$ cat src/rtl/rf_scoreboard.sv
// Register-file scoreboard: tracks destinations of in-flight long-latency
// instructions and raises the ID-stage stall for RAW, WAW and capacity hazards.
`ifndef RF_ADDR_WIDTH
`define RF_ADDR_WIDTH 5
`endif

module rf_scoreboard #(
  parameter int MAX_OUTSTANDING = 4,
  parameter int CNT_W           = $clog2(MAX_OUTSTANDING + 1)
) (
  input  logic                      clk,
  input  logic                      rstn,
  input  logic                      idValid,
  input  logic [`RF_ADDR_WIDTH-1:0] idRs1,
  input  logic [`RF_ADDR_WIDTH-1:0] idRs2,
  input  logic                      idUsesRs1,
  input  logic                      idUsesRs2,
  input  logic [`RF_ADDR_WIDTH-1:0] idRd,
  input  logic                      idLong,
  input  logic                      flush,
  input  logic                      wbValid,
  input  logic [`RF_ADDR_WIDTH-1:0] wbRd,
  output logic                      stall,
  output logic [31:0]               pendingMask,
  output logic [CNT_W-1:0]          outstanding,
  output logic                      full,
  output logic                      err
);

  localparam logic [CNT_W-1:0] LP_MAX = CNT_W'(MAX_OUTSTANDING);

  logic [31:0]      r_pending;
  logic [CNT_W-1:0] r_outstanding;
  logic             r_err;

  logic        w_wb_live;
  logic        w_wb_hit;
  logic        w_wb_bad;
  logic        w_clr_rs1;
  logic        w_clr_rs2;
  logic        w_clr_rd;
  logic        w_raw1;
  logic        w_raw2;
  logic        w_waw;
  logic        w_cap;
  logic        w_full;
  logic        w_stall;
  logic        w_issue;
  logic        w_set;
  logic [31:0] w_set_mask;
  logic [31:0] w_clr_mask;
  logic [31:0] w_pending_nxt;
  logic [CNT_W-1:0] w_outstanding_nxt;

  // A writeback in the current cycle counts as already clear (write-first RF).
  assign w_wb_live = wbValid && (wbRd != '0);
  assign w_wb_hit  = w_wb_live && r_pending[wbRd];
  assign w_wb_bad  = w_wb_live && !r_pending[wbRd];

  assign w_clr_rs1 = w_wb_live && (wbRd == idRs1);
  assign w_clr_rs2 = w_wb_live && (wbRd == idRs2);
  assign w_clr_rd  = w_wb_live && (wbRd == idRd);

  assign w_raw1 = idUsesRs1 && (idRs1 != '0) && r_pending[idRs1] && !w_clr_rs1;
  assign w_raw2 = idUsesRs2 && (idRs2 != '0) && r_pending[idRs2] && !w_clr_rs2;
  assign w_waw  = (idRd != '0) && r_pending[idRd] && !w_clr_rd;

  assign w_full = (r_outstanding == LP_MAX);
  assign w_cap  = idLong && (idRd != '0) && w_full && !w_wb_live;

  assign w_stall = idValid && !flush && (w_raw1 || w_raw2 || w_waw || w_cap);
  assign w_issue = idValid && !flush && !w_stall;
  assign w_set   = w_issue && idLong && (idRd != '0);

  // Set is applied after clear so a same-register set/clear leaves the bit at 1.
  always_comb begin
    w_set_mask = '0;
    w_clr_mask = '0;
    if (w_set)     w_set_mask = 32'd1 << idRd;
    if (w_wb_live) w_clr_mask = 32'd1 << wbRd;
    w_pending_nxt    = (r_pending & ~w_clr_mask) | w_set_mask;
    w_pending_nxt[0] = 1'b0;
  end

  always_comb begin
    w_outstanding_nxt = r_outstanding;
    if (w_set && !w_wb_hit && (r_outstanding != LP_MAX))
      w_outstanding_nxt = r_outstanding + CNT_W'(1);
    else if (w_wb_hit && !w_set && (r_outstanding != '0))
      w_outstanding_nxt = r_outstanding - CNT_W'(1);
  end

  always_ff @(posedge clk) begin
    if (!rstn) begin
      r_pending     <= '0;
      r_outstanding <= '0;
      r_err         <= 1'b0;
    end else begin
      r_pending     <= w_pending_nxt;
      r_outstanding <= w_outstanding_nxt;
      if (w_wb_bad) r_err <= 1'b1;
    end
  end

  assign stall       = w_stall;
  assign pendingMask = r_pending;
  assign outstanding = r_outstanding;
  assign full        = w_full;
  assign err         = r_err;

endmodule

$ cat config.mk
export PLATFORM = sky130hd
export DESIGN_NAME = rf_scoreboard
export DESIGN_NICKNAME = d
export VERILOG_FILES = /design/src/rtl/rf_scoreboard.sv
export SDC_FILE = /design/constraint.sdc
export NUM_CORES = 1
export LEC_CHECK = 0
export ABC_AREA = 1
export CORE_AREA = 8 8 159 101
export CTS_CLUSTER_DIAMETER = 150
export DETAILED_ROUTE_END_ITERATION = 12
export DIE_AREA = 0 0 167 109
export GPL_TIMING_DRIVEN = 0
export PLACE_DENSITY_LB_ADDON = 0.08
export REMOVE_ABC_BUFFERS = 1
export SLEW_MARGIN = 20
export SYNTH_ARGS = -nofsm -noshare
export SYNTH_HDL_FRONTEND = slang
export SYNTH_SLANG_ARGS = --single-unit
$ cat constraint.sdc
create_clock -name clk -period 5.99 [get_ports clk]
set_clock_uncertainty 0.15 [all_clocks]
set_input_delay 1.198 -clock clk [delete_from_list [all_inputs] [get_ports clk]]
set_output_delay 1.198 -clock clk [all_outputs]
set_load 0.005 [all_outputs]
==> flow_summary.toml <==
[finish]
diodes = 0
utilization = 0.305
final_cells = 852
fin_area_sq_um = 4250
layout-drive-gt1-share = 0.0372
area_growth_pct = 22.1
nets = 700

[synthesis]
synth_cells = 638
synth_ff_type = "dfxtp_1"
synth_top_area_share = 0.212
ys_ff_latch = 35
synth_edf_count = 0
synth_top_area_cell = "nand2_1"
async_flop_share = 0
yosysWarnings = 0
syn_avg_cell_area_sq_um = 5.45
synth.distinct_cells = 29
synth_top_cells_by_area = "nand2_1 (21%), dfxtp_1 (20%), nand3_1 (18%)"
synth_area_sq_um = 3480
ys_seq_area_frac = 0.201
yosysMostFrequentCell = "nand2_1"
synth_common_cells = "nand2_1 (196), nand3_1 (125), inv_1 (58), nor2_1 (43), a21oi_1 (41)"

[grt]
antenna_found_initial = 0
grt_usage = 0.177
grt_pass1_wl_um = 24700
overflow = 0
grt_start_max_net_pins = 33
grt_pass1_vias = 4179

[floorplanning]
die_y_um = 109
die_area_sq_um = 18200
row_count = 34
start_util = 0.250
die_x_um = 167
core_area_sq_um = 13900
io_pins = 66

[power]
leakage_nw = 1.60
pwr-share-seq = 0.352
power_density_nw_per_um2 = 165
p_switching_uw = 241
peakVddDrop_mv = 0.0843
intPower_uw = 459
switching_share = 0.345
pwr-share-comb = 0.276
pwr-share-clk = 0.372

[route]
post-route-drc-count = 0
first_pass_iters = 5
drt_iter0_drc = 382
num_vias = 4332
drt-total-wl_um = 16000
via_per_inst = 5.08
routedWlPerCell_um = 18.7
final_antenna_net_count = 0

[worst_setup_path]
path_max_fanout = 15
max_stage_delay_ns = 0.80
cp-start-kind = "input port"
path_cells = "clkdlybuf4s50_1 -> inv_2 -> nand3_2 -> nand2_2 -> nand2_2 -> nand3_1 -> nand2_1 -> inv_2 -> nand3_1 -> nand2_1 -> nor2_4 -> nor2_1 -> clkdlybuf4s50_1"
critPathKind = "in2out"
cpLargestDelayFamily = "buffers and inverters"
arrival_ns = 4.27
critPathSlowestCell = "clkdlybuf4s50_1"
cp.required_ns = 4.64
cp.buffers_inverters = 4
worst_setup_path_end_kind = "output port"

[sta]
setup_ws_ns = 0.368
rsz0062_at_grt = "false"
period_share = 0.939
fmax_mhz = 178
setup_violations = 0
final_max_slew_viol_count = 0
tightest_slew_ns = 1.05
post-route-min-period_ns = 5.62
hold_viol_final = 0
setup_tns_ns = 0
max_slew_margin = 0.299

[clock_network]
clockBufferDepth = 2
cts_root_buf = "clkbuf_16"
numCtsBuffers = 5
cts_tree = "yes"
cts_resized = 0
cts.sinks = 35
insertion_delay_ns = 0.29
path_clk_slew_ns = 0.06
postCtsSetupBuffers = 0
hold_buffers = 0
htreeDepth = 2

[placed_design]
dpl_worst_slack_ns = 0.320
io_buffers = 64
dp.cells = 844
place_hpwl_um = 11900
gp_congestion = 0.844
place_area_sq_um = 4110

[run]
max_cap_viol_count = 0

[outcome]
outcome = "complete, no violations"

[min_path]
hold_path.class = "reg2reg"
sequential cells by signal, indices dropped and copies added (netlist names):
signal       flops
err              1
outstanding      3
pendingMask     31
through the flow:
step	hold WS (ns)	total power, mW
after floorplan	0.310	0.343
after global placement	0.321	0.442
after detailed placement	0.330	0.443
after CTS	0.350	0.703
after global routing	0.368	0.741
final	0.345	0.700
layout by cell type, fill, tap and decap left out:
cell type / n
clkbuf_1: 2
conb_1: 1
nor2_4: 3
clkbuf_16: 5
xnor2_1: 2
clkinv_2: 2
nand2_2: 3
nor3_1: 29
o211ai_1: 1
clkdlybuf4s50_1: 63
inv_2: 7
nand2_1: 196
o31ai_1: 1
dfxtp_1: 35
clkinv_1: 3
xor2_1: 10
fa_1: 1
nand3_1: 125
a21oi_1: 41
nand3_2: 1
nor2_1: 43
buf_2: 1
nand3b_1: 1
nand4_1: 4
inv_4: 1
nor2_2: 2
o21ai_0: 32
inv_1: 57
final timing paths:
kind	from	end	slack, ns	cells past startpoint
worst max-delay path	wbRd[2]	stall	0.37	13
worst min register to register	err$_SDFFE_PN0P_	err$_SDFFE_PN0P_	0.34	2
worst min-delay path	err$_SDFFE_PN0P_	err$_SDFFE_PN0P_	0.34	2
worst max register to register	pendingMask[7]$_SDFF_PN0_	outstanding[2]$_SDFFE_PN0P_	3.48	15
power by group through the flow:
stage               Clock, mW  Sequential [mW]  Combinational [mW]
finish                  0.260            0.246               0.194
global route            0.278            0.247               0.216
CTS                     0.264            0.246               0.193
detailed placement          0            0.251               0.192
global placement            0            0.251               0.191
floorplan                   0            0.250              0.0932
tightest hold or removal path: stages, from the launching register on:
cell     delay [ns]
dfxtp_1        0.34
a21oi_1        0.05
nor2_1         0.07
layer usage:
metal,global-route usage,vias to the layer above,wire length [um]
li1,-,2131,-
met2,0.252,156,6290
met3,0.0521,11,1300
met4,0.0384,0,140
met1,0.256,2034,8220
met5,0,-,0
layout make-up:
cell class / instances / area [sq um]
Clock buffer: 7 / 133
Clock inverter: 1 / 5.00
Tap cell: 180 / 225
Inverter: 69 / 263
Timing Repair Buffer: 64 / 636
Multi-Input combinational cell: 496 / 2280
Sequential cell: 35 / 701
Fill cell: 1603 / 9660
kinds of logic (layout without fill, tap and decap cells):
kind of cell               count (synthesis)  after routing  share of synthesized area
xor gates and xnor gates                  12             12                     0.0302
other                                      1              1                    0.00108
and+or+nand+nor                          407            407                      0.510
buffers and inverters                    107            141                      0.142
DFF                                       35             35                      0.201
adders and majority gates                  1              1                    0.00576
AOI/OAI and AO/OA                         75             75                      0.109
No activity file was read; power rests on OpenSTA's default activity.
